File: config.mk
export PLATFORM = sky130hd
export DESIGN_NAME = adc_bram_readout
export DESIGN_NICKNAME = d
export VERILOG_FILES = /design/src/rtl/adc_bram_readout.sv
export SDC_FILE = /design/constraint.sdc
export NUM_CORES = 2
export LEC_CHECK = 0
export ABC_AREA = 1
export BUFFER_PORTS_ARGS = -buffer_cell sky130_fd_sc_hd__buf_2
export CAP_MARGIN = 20
export CORE_UTILIZATION = 55
export DETAILED_ROUTE_END_ITERATION = 6
export GPL_ROUTABILITY_DRIVEN = 0
export PLACE_DENSITY = 0.82
export SKIP_CTS_REPAIR_TIMING = 1
export SLEW_MARGIN = 30
export SYNTH_ARGS = -nofsm -noshare
export SYNTH_HDL_FRONTEND = slang
export SYNTH_SLANG_ARGS = --single-unit
File: constraint.sdc
create_clock -name aclk -period 15.8 [get_ports aclk]
set_input_delay 0 -clock aclk [delete_from_list [all_inputs] [get_ports aclk]]
set_output_delay 0 -clock aclk [all_outputs]
set_load 0.005 [all_outputs]
File: src/rtl/adc_bram_readout.sv
// adc_bram_readout: reads a captured frame from the BRAM read port and streams it as AXI4-Stream beats.
// Optional per-frame header beat when ADC_READOUT_HEADER_EN is defined.
module adc_bram_readout #(
  parameter int DWIDTH       = 256,
  parameter int MAX_XFER     = 2048,
  parameter int READ_LATENCY = 2,
  parameter int FIFO_DEPTH   = 8
) (
  input  logic                  aclk,
  input  logic                  areset,
  input  logic                  start_i,
  output logic                  busy_o,
  output logic                  done_o,
  output logic [31:0]           bram_addr,
  output logic                  bram_en,
  output logic [DWIDTH/8-1:0]   bram_we,
  output logic [DWIDTH-1:0]     bram_wdata,
  input  logic [DWIDTH-1:0]     bram_rdata,
  output logic                  bram_clk,
  output logic                  bram_rst,
  output logic [DWIDTH-1:0]     m_axis_tdata,
  output logic                  m_axis_tvalid,
  input  logic                  m_axis_tready,
  output logic                  m_axis_tlast
);
  localparam int ADDR_BITS = $clog2(MAX_XFER);
  localparam int PW        = $clog2(FIFO_DEPTH);
  localparam int CW        = PW + 1;
  localparam int SH        = $clog2(DWIDTH / 8);
`ifdef ADC_READOUT_HEADER_EN
  localparam int LAST = MAX_XFER;
`else
  localparam int LAST = MAX_XFER - 1;
`endif
  typedef enum logic [1:0] {IDLE, READ, DRAIN} state_t;
  state_t                  state_q, state_d;
  logic [ADDR_BITS-1:0]    addr_q, addr_d;
  logic [31:0]             bram_addr_q, bram_addr_d;
  logic                    en_q, en_d;
  logic [READ_LATENCY-1:0] sr_q, sr_d;
  logic [PW-1:0]           wp_q, wp_d, rp_q, rp_d;
  logic [CW-1:0]           cnt_q, cnt_d, infl;
  logic [ADDR_BITS:0]      beat_q, beat_d;
  logic                    done_q, done_d;
  logic [DWIDTH-1:0]       mem_q [FIFO_DEPTH];
  logic [DWIDTH-1:0]       push_data;
  logic                    push, pop, issue, start;

  assign bram_clk      = aclk;
  assign bram_rst      = areset;
  assign bram_we       = '0;
  assign bram_wdata    = '0;
  assign bram_en       = en_q;
  assign bram_addr     = bram_addr_q;
  assign busy_o        = state_q != IDLE;
  assign done_o        = done_q;
  assign start         = state_q == IDLE && start_i;
  assign m_axis_tvalid = cnt_q != '0;
  assign m_axis_tdata  = m_axis_tvalid ? mem_q[rp_q] : '0;
  assign m_axis_tlast  = m_axis_tvalid && beat_q == (ADDR_BITS+1)'(LAST);
  assign pop           = m_axis_tvalid && m_axis_tready;

`ifdef ADC_READOUT_HEADER_EN
  logic [31:0]       frame_q, frame_d;
  logic [DWIDTH-1:0] hdr;
  always_comb begin
    hdr = '0;
    hdr[DWIDTH-1 -: 96] = {32'(MAX_XFER), frame_q, 32'hADC0_CAFE};
    frame_d = frame_q + 32'(done_d);
  end
  always_ff @(posedge aclk or posedge areset)
    if (areset) frame_q <= '0;
    else        frame_q <= frame_d;
  // Header enters the FIFO on the start edge; nothing can be in flight then.
  assign push      = start || sr_q[READ_LATENCY-1];
  assign push_data = start ? hdr : bram_rdata;
`else
  assign push      = sr_q[READ_LATENCY-1];
  assign push_data = bram_rdata;
`endif

  always_comb begin
    infl = CW'(en_q);
    for (int i = 0; i < READ_LATENCY; i++) infl = infl + CW'(sr_q[i]);
    // Credit covers everything already queued or still coming back from the BRAM.
    issue       = state_q == READ && ({1'b0, cnt_q} + {1'b0, infl}) < (CW+1)'(FIFO_DEPTH);
    state_d     = state_q;
    addr_d      = addr_q;
    done_d      = 1'b0;
    en_d        = issue;
    bram_addr_d = issue ? 32'(addr_q) << SH : bram_addr_q;
    sr_d        = READ_LATENCY'({sr_q, en_q});
    wp_d        = wp_q + PW'(push);
    rp_d        = rp_q + PW'(pop);
    cnt_d       = cnt_q + CW'(push) - CW'(pop);
    beat_d      = pop ? beat_q + 1'b1 : beat_q;
    if (start) begin
      state_d = READ;
      addr_d  = '0;
      beat_d  = '0;
    end
    if (issue) begin
      addr_d = addr_q + 1'b1;
      if (addr_q == ADDR_BITS'(MAX_XFER - 1)) state_d = DRAIN;
    end
    if (state_q == DRAIN && pop && m_axis_tlast && cnt_q == CW'(1) && infl == '0) begin
      state_d = IDLE;
      done_d  = 1'b1;
    end
  end

  always_ff @(posedge aclk or posedge areset)
    if (areset) begin
      state_q     <= IDLE;
      addr_q      <= '0;
      bram_addr_q <= '0;
      en_q        <= 1'b0;
      sr_q        <= '0;
      wp_q        <= '0;
      rp_q        <= '0;
      cnt_q       <= '0;
      beat_q      <= '0;
      done_q      <= 1'b0;
    end else begin
      state_q     <= state_d;
      addr_q      <= addr_d;
      bram_addr_q <= bram_addr_d;
      en_q        <= en_d;
      sr_q        <= sr_d;
      wp_q        <= wp_d;
      rp_q        <= rp_d;
      cnt_q       <= cnt_d;
      beat_q      <= beat_d;
      done_q      <= done_d;
    end

  always_ff @(posedge aclk)
    if (push) mem_q[wp_q] <= push_data;
endmodule

Word level (Yosys, flattened, before mapping)
Memories as Yosys holds them, arrays and structs flattened.
Index checks and enable logic that the tools add are counted.
{"block": "classes", "addsub": 9, "n_mul": 0, "n_div": 0, "n_lt_le_gt_ge": 1, "eq_ne": 5, "n_shift": 0, "mux": 12, "n_bitwise": 0, "n_reduce_logical": 14}
{"op": "256-bit two-way mux", "n": 1}
{"op": "12-bit two-way mux", "n": 2}
{"op": "11-bit two-way mux", "n": 2}
{"op": "12-bit by 1-bit adder with 12-bit output, second input constant", "n": 1}
{"op": "12-bit by 11-bit equality test with 1-bit output, second input constant", "n": 1}
{"op": "11-bit by 1-bit adder with 11-bit output, second input constant", "n": 1}
{"op": "11-bit equality test, second input constant", "n": 1}
{"op": "1-bit logical AND", "n": 8}
{"op": "2-bit two-way mux", "n": 4}
{"op": "3-bit by 1-bit adder with 3-bit output", "n": 2}
{"op": "2-bit nonzero test", "n": 3}
{"op": "4-bit by 3-bit adder with 5-bit output", "n": 1}
{"op": "5-bit by 4-bit < comparator with 1-bit output, second input constant", "n": 1}
{"op": "4-bit by 1-bit adder with 4-bit output", "n": 1}
{"op": "4-bit by 1-bit equality test with 1-bit output, second input constant", "n": 1}
{"op": "4-bit logical NOT", "n": 1}
{"op": "4-bit nonzero test", "n": 1}
{"op": "4-bit by 1-bit subtractor with 4-bit output", "n": 1}
{"op": "2-bit by 1-bit adder with 3-bit output", "n": 1}
{"op": "1-bit two-way mux", "n": 3}
{"op": "1-bit by 1-bit adder with 2-bit output", "n": 1}
{"op": "2-bit by 1-bit equality test with 1-bit output, second input constant", "n": 1}
{"op": "2-bit equality test, second input constant", "n": 1}
{"op": "2-bit logical NOT", "n": 1}
{"block": "word_totals", "ff_bits": 50, "latch_bits": 0, "mem_bits_rw": 2048, "mem_bits_ro": 0, "out_inout_bits": 583, "elab_cells": 52, "n_memories": 1}
{"memory": "mem_q", "words": 8, "width": 256, "read_ports": 1, "rd_ports_with_merged_regs": 0, "wr": 1, "line": "45", "text": "logic [DWIDTH-1:0] mem_q [FIFO_DEPTH];"}

Logic depth before layout (Yosys ltp)
{"block": "logic_depth", "ltp_word": 7, "depth_mapped": 12}

==> results by group <==
Worst setup path
  • Crit path launch type: clock port
  • Setup CP Type: clk2out
  • CP Max Fanout: 2
  • Worst Setup End Kind: output pin
  • Arr. time, crit path: roughly 8.3 ns
  • R2r setup slk: 11.73 ns
  • CP required: between 15 and 20 ns

Global route
  • First-pass GRT wire length: around 300 mm
  • GRT Total Usage: between 20% and 30%
  • GR Overflow Total: 0
  • Initial antenna violation count: 23
  • Vias in the first global route: about 53000
  • Largest net degree at the start of global routing: 237

Synthesis
  • Warnings from Yosys: 0
  • Number of library cell types mapped by synthesis: 27
  • Seq cells post-synth: 2098
  • Sequential-to-total area share from yosys stat: between 70% and 80%
  • Synth area leaders: edfxtp_1 72%, nor2_1 9.2%, o21ai_0 6.1%, o21ai_1 4.5%, buf_4 2.9%
  • Area leader, netlist: edfxtp_1
  • Post-synth top cells: 2081 x nor2_1, 2048 x edfxtp_1, 1038 x o21ai_0, 770 x o21ai_1, 331 x buf_4
  • EDFF count, synth: about 2000
  • Commonest register cell after synthesis: edfxtp_1
  • Top cell type's share of synthesized area: 72.16%
  • Synthesized cell area: about 85000 um^2
  • Syn_area_per_cell: between 10 and 15 um^2
  • Cell with the most instances after synthesis: nor2_1
  • Syn Inst Count: ~7000
  • Ys async rst share: ~2.4%

Drt
  • Final routed DRC violation total: 0
  • Via Count: approximately 59000
  • Routed WL: 225.5 mm
  • 1st-iter DRT viols: 7574
  • Vias/cell: 5.890
  • Routed len/inst: around 22 um
  • Antenna viol nets, final: 0
  • Drt pass-1 iters: 7

Die
  • Die Width: 395.7 um
  • Die Ht: about 400 um
  • Core area: approximately 150000 um^2
  • Starting Density: ~55%
  • Row count: 144
  • I/O Pins: between 800 and 900
  • Die area: 156500 um^2

Timing
  • Least-Margin Pin Slew: 1.385 ns
  • Post-route setup slack: 7.524 ns
  • Hold Vio Cnt, Final: 0
  • Count of final setup violators: 0
  • Relative slew slack: between 7 and 8%
  • Min Hold Slack: between 0.002 and 0.0025 ns
  • RSZ-0062 raised after global routing: no
  • Setup TNS: 0 ns
  • Setup Skew: between 0.06 and 0.07 ns
  • Pins Over Slew Limit: 0

Power
  • Seq pwr share: 36.6%
  • Net switching fraction of the power: 37.54%
  • PD cells: ~170 nW/um^2
  • Sw Pwr: between 6 and 7 mW
  • Worst VDD drop: 0.1881 mV
  • Internal: between 10 and 15 mW
  • Lkg Pwr: 34.88 nW
  • Comb pwr share: 35.4%
  • Clock network power share: between 20 and 30%

Cells and area
  • Fraction of layout cells with a size suffix above 1: between 10% and 20%
  • Post-route cell area: between 90000 and 100000 um^2
  • Fin nets: roughly 8100
  • Post-Layout Cell Count: a little over 10000
  • Fillers: ~10000
  • Area delta synth->final: 17.19%

Place
  • Port bufs: between 500 and 600
  • Placed Instances: around 9200
  • Setup WS pre-CTS: 7.798 ns
  • Placed cell area: 88080 um^2
  • HPWL after DPL: 108.0 mm

CTS
  • Later-pin clock latency in the skew report: between 0.9 and 1 ns
  • CTS tree: done
  • Reg clk slew, reported paths: around 0.060 ns

Worst hold path
  • Hold Path Class: in2reg

Run status
  • Status: finished clean

Run
  • Max Cap Violations: 0
-- per-stage QoR --
| step | power (mW) | util [%] |
|---|---|---|
| final | 16.94 | 64.91 |
| after global routing | 17.63 | 64.89 |
| after CTS | 16.53 | 61.47 |
| after detailed placement | 11.83 | 57.25 |
| after global placement | 11.62 | 57.15 |
| after floorplan | 9.867 | - |
-- area by class of cell --
cell class | count | area, um^2 | area share [%]
antenna | 25 | 62.56 | 0.06264
timing repair buffer | 1120 | 8695 | 8.705
clock buffer | 244 | 5224 | 5.230
sequential | 2098 | 62760 | 62.84
clock inverter | 128 | 1279 | 1.280
tap | 2044 | 2557 | 2.561
inverter | 46 | 198.9 | 0.1992
multi-input combinational | 4390 | 19100 | 19.13
-- cells by family after synthesis --
kind of cell,after synthesis,synth area share (%)
AND/OR/NAND/NOR,2241,9.969
flip-flops,2098,73.62
XOR/XNOR,8,0.08221
AO/OA/AOI/OAI,1817,10.68
other,1,0.004400
adder cells (fa/ha/maj),15,0.2378
buffers and inverters,791,5.407
-- cell usage in the layout, fill, tap and decap left out, types with 2 or more instances in the layout --
| cell | count |
|---|---|
| buf_12 | 13 |
| inv_1 | 43 |
| buf_16 | 7 |
| dfrtp_1 | 47 |
| o21bai_1 | 2 |
| nor2_1 | 2073 |
| conb_1 | 309 |
| nand3_1 | 34 |
| clkinv_2 | 34 |
| xnor2_1 | 2 |
| clkinv_16 | 11 |
| nor3_1 | 2 |
| clkinvlp_4 | 6 |
| clkinv_4 | 3 |
| o21ai_1 | 770 |
| bufinv_16 | 14 |
| dfrtp_4 | 3 |
| edfxtp_1 | 2048 |
| nand2_1 | 108 |
| ha_1 | 13 |
| clkbuf_16 | 202 |
| nand4_1 | 13 |
| diode_2 | 25 |
| fa_1 | 2 |
| o21ai_0 | 1038 |
| inv_16 | 4 |
| xor2_1 | 6 |
| buf_2 | 533 |
| buf_4 | 48 |
| clkinv_1 | 56 |
| clkbuf_1 | 40 |
| dlygate4sd3_1 | 509 |
| nor2_4 | 8 |
| buf_6 | 11 |
| a21oi_1 | 6 |
-- registers in the layout, indices dropped and copies added, names as in the netlist --
| register | count |
|---|---|
| mem_q | 2048 |
| beat_q | 12 |
| addr_q | 11 |
| bram_addr | 11 |
| cnt_q | 4 |
| rp_q | 3 |
| wp_q | 3 |
| sr_q | 2 |
| state_q | 2 |
| bram_en | 1 |
| done_o | 1 |
-- worst max-delay path, cell delays in order --
cell and delay, ns:
clkbuf_16 0.12, clkbuf_16 0.13, buf_2 0.12
-- layer usage --
| layer | wire length [um] | global-route usage (%) | vias to the layer above |
|---|---|---|---|
| li1 | - | - | 25834 |
| met5 | 49 | 0 | - |
| met2 | 111700 | 42.58 | 4074 |
| met4 | 12580 | 14.46 | 8 |
| met1 | 78700 | 30.99 | 28769 |
| met3 | 22420 | 6.198 | 779 |
-- power by group through the flow --
stage                     Clock, mW  Sequential (mW)  Combinational, mW
final                          4.74             6.20               6.00
after CTS                      4.74             6.19               5.60
after global routing           4.98             6.20               6.45
after global placement      0.00275             6.33               5.29
after detailed placement    0.00275             6.31               5.51
after floorplan             0.00410             6.26               3.61
-- path summary, 6_finish.rpt --
check / startpoint / to / depth (start not counted)
max reg2reg: sr_q[1]$_DFF_PP0_ / mem_q[1][109]$_DFFE_PP_ / 5
min: bram_rdata[188] / mem_q[3][188]$_DFFE_PP_ / 2
min in group asynchronous: areset / done_o$_DFF_PP0_ / 4
max in group asynchronous: areset / rp_q[2]$_DFF_PP0_ / 4
max: aclk / bram_clk / 3
min reg2reg: sr_q[0]$_DFF_PP0_ / sr_q[1]$_DFF_PP0_ / 0
No activity file was read; power rests on OpenSTA's default activity.
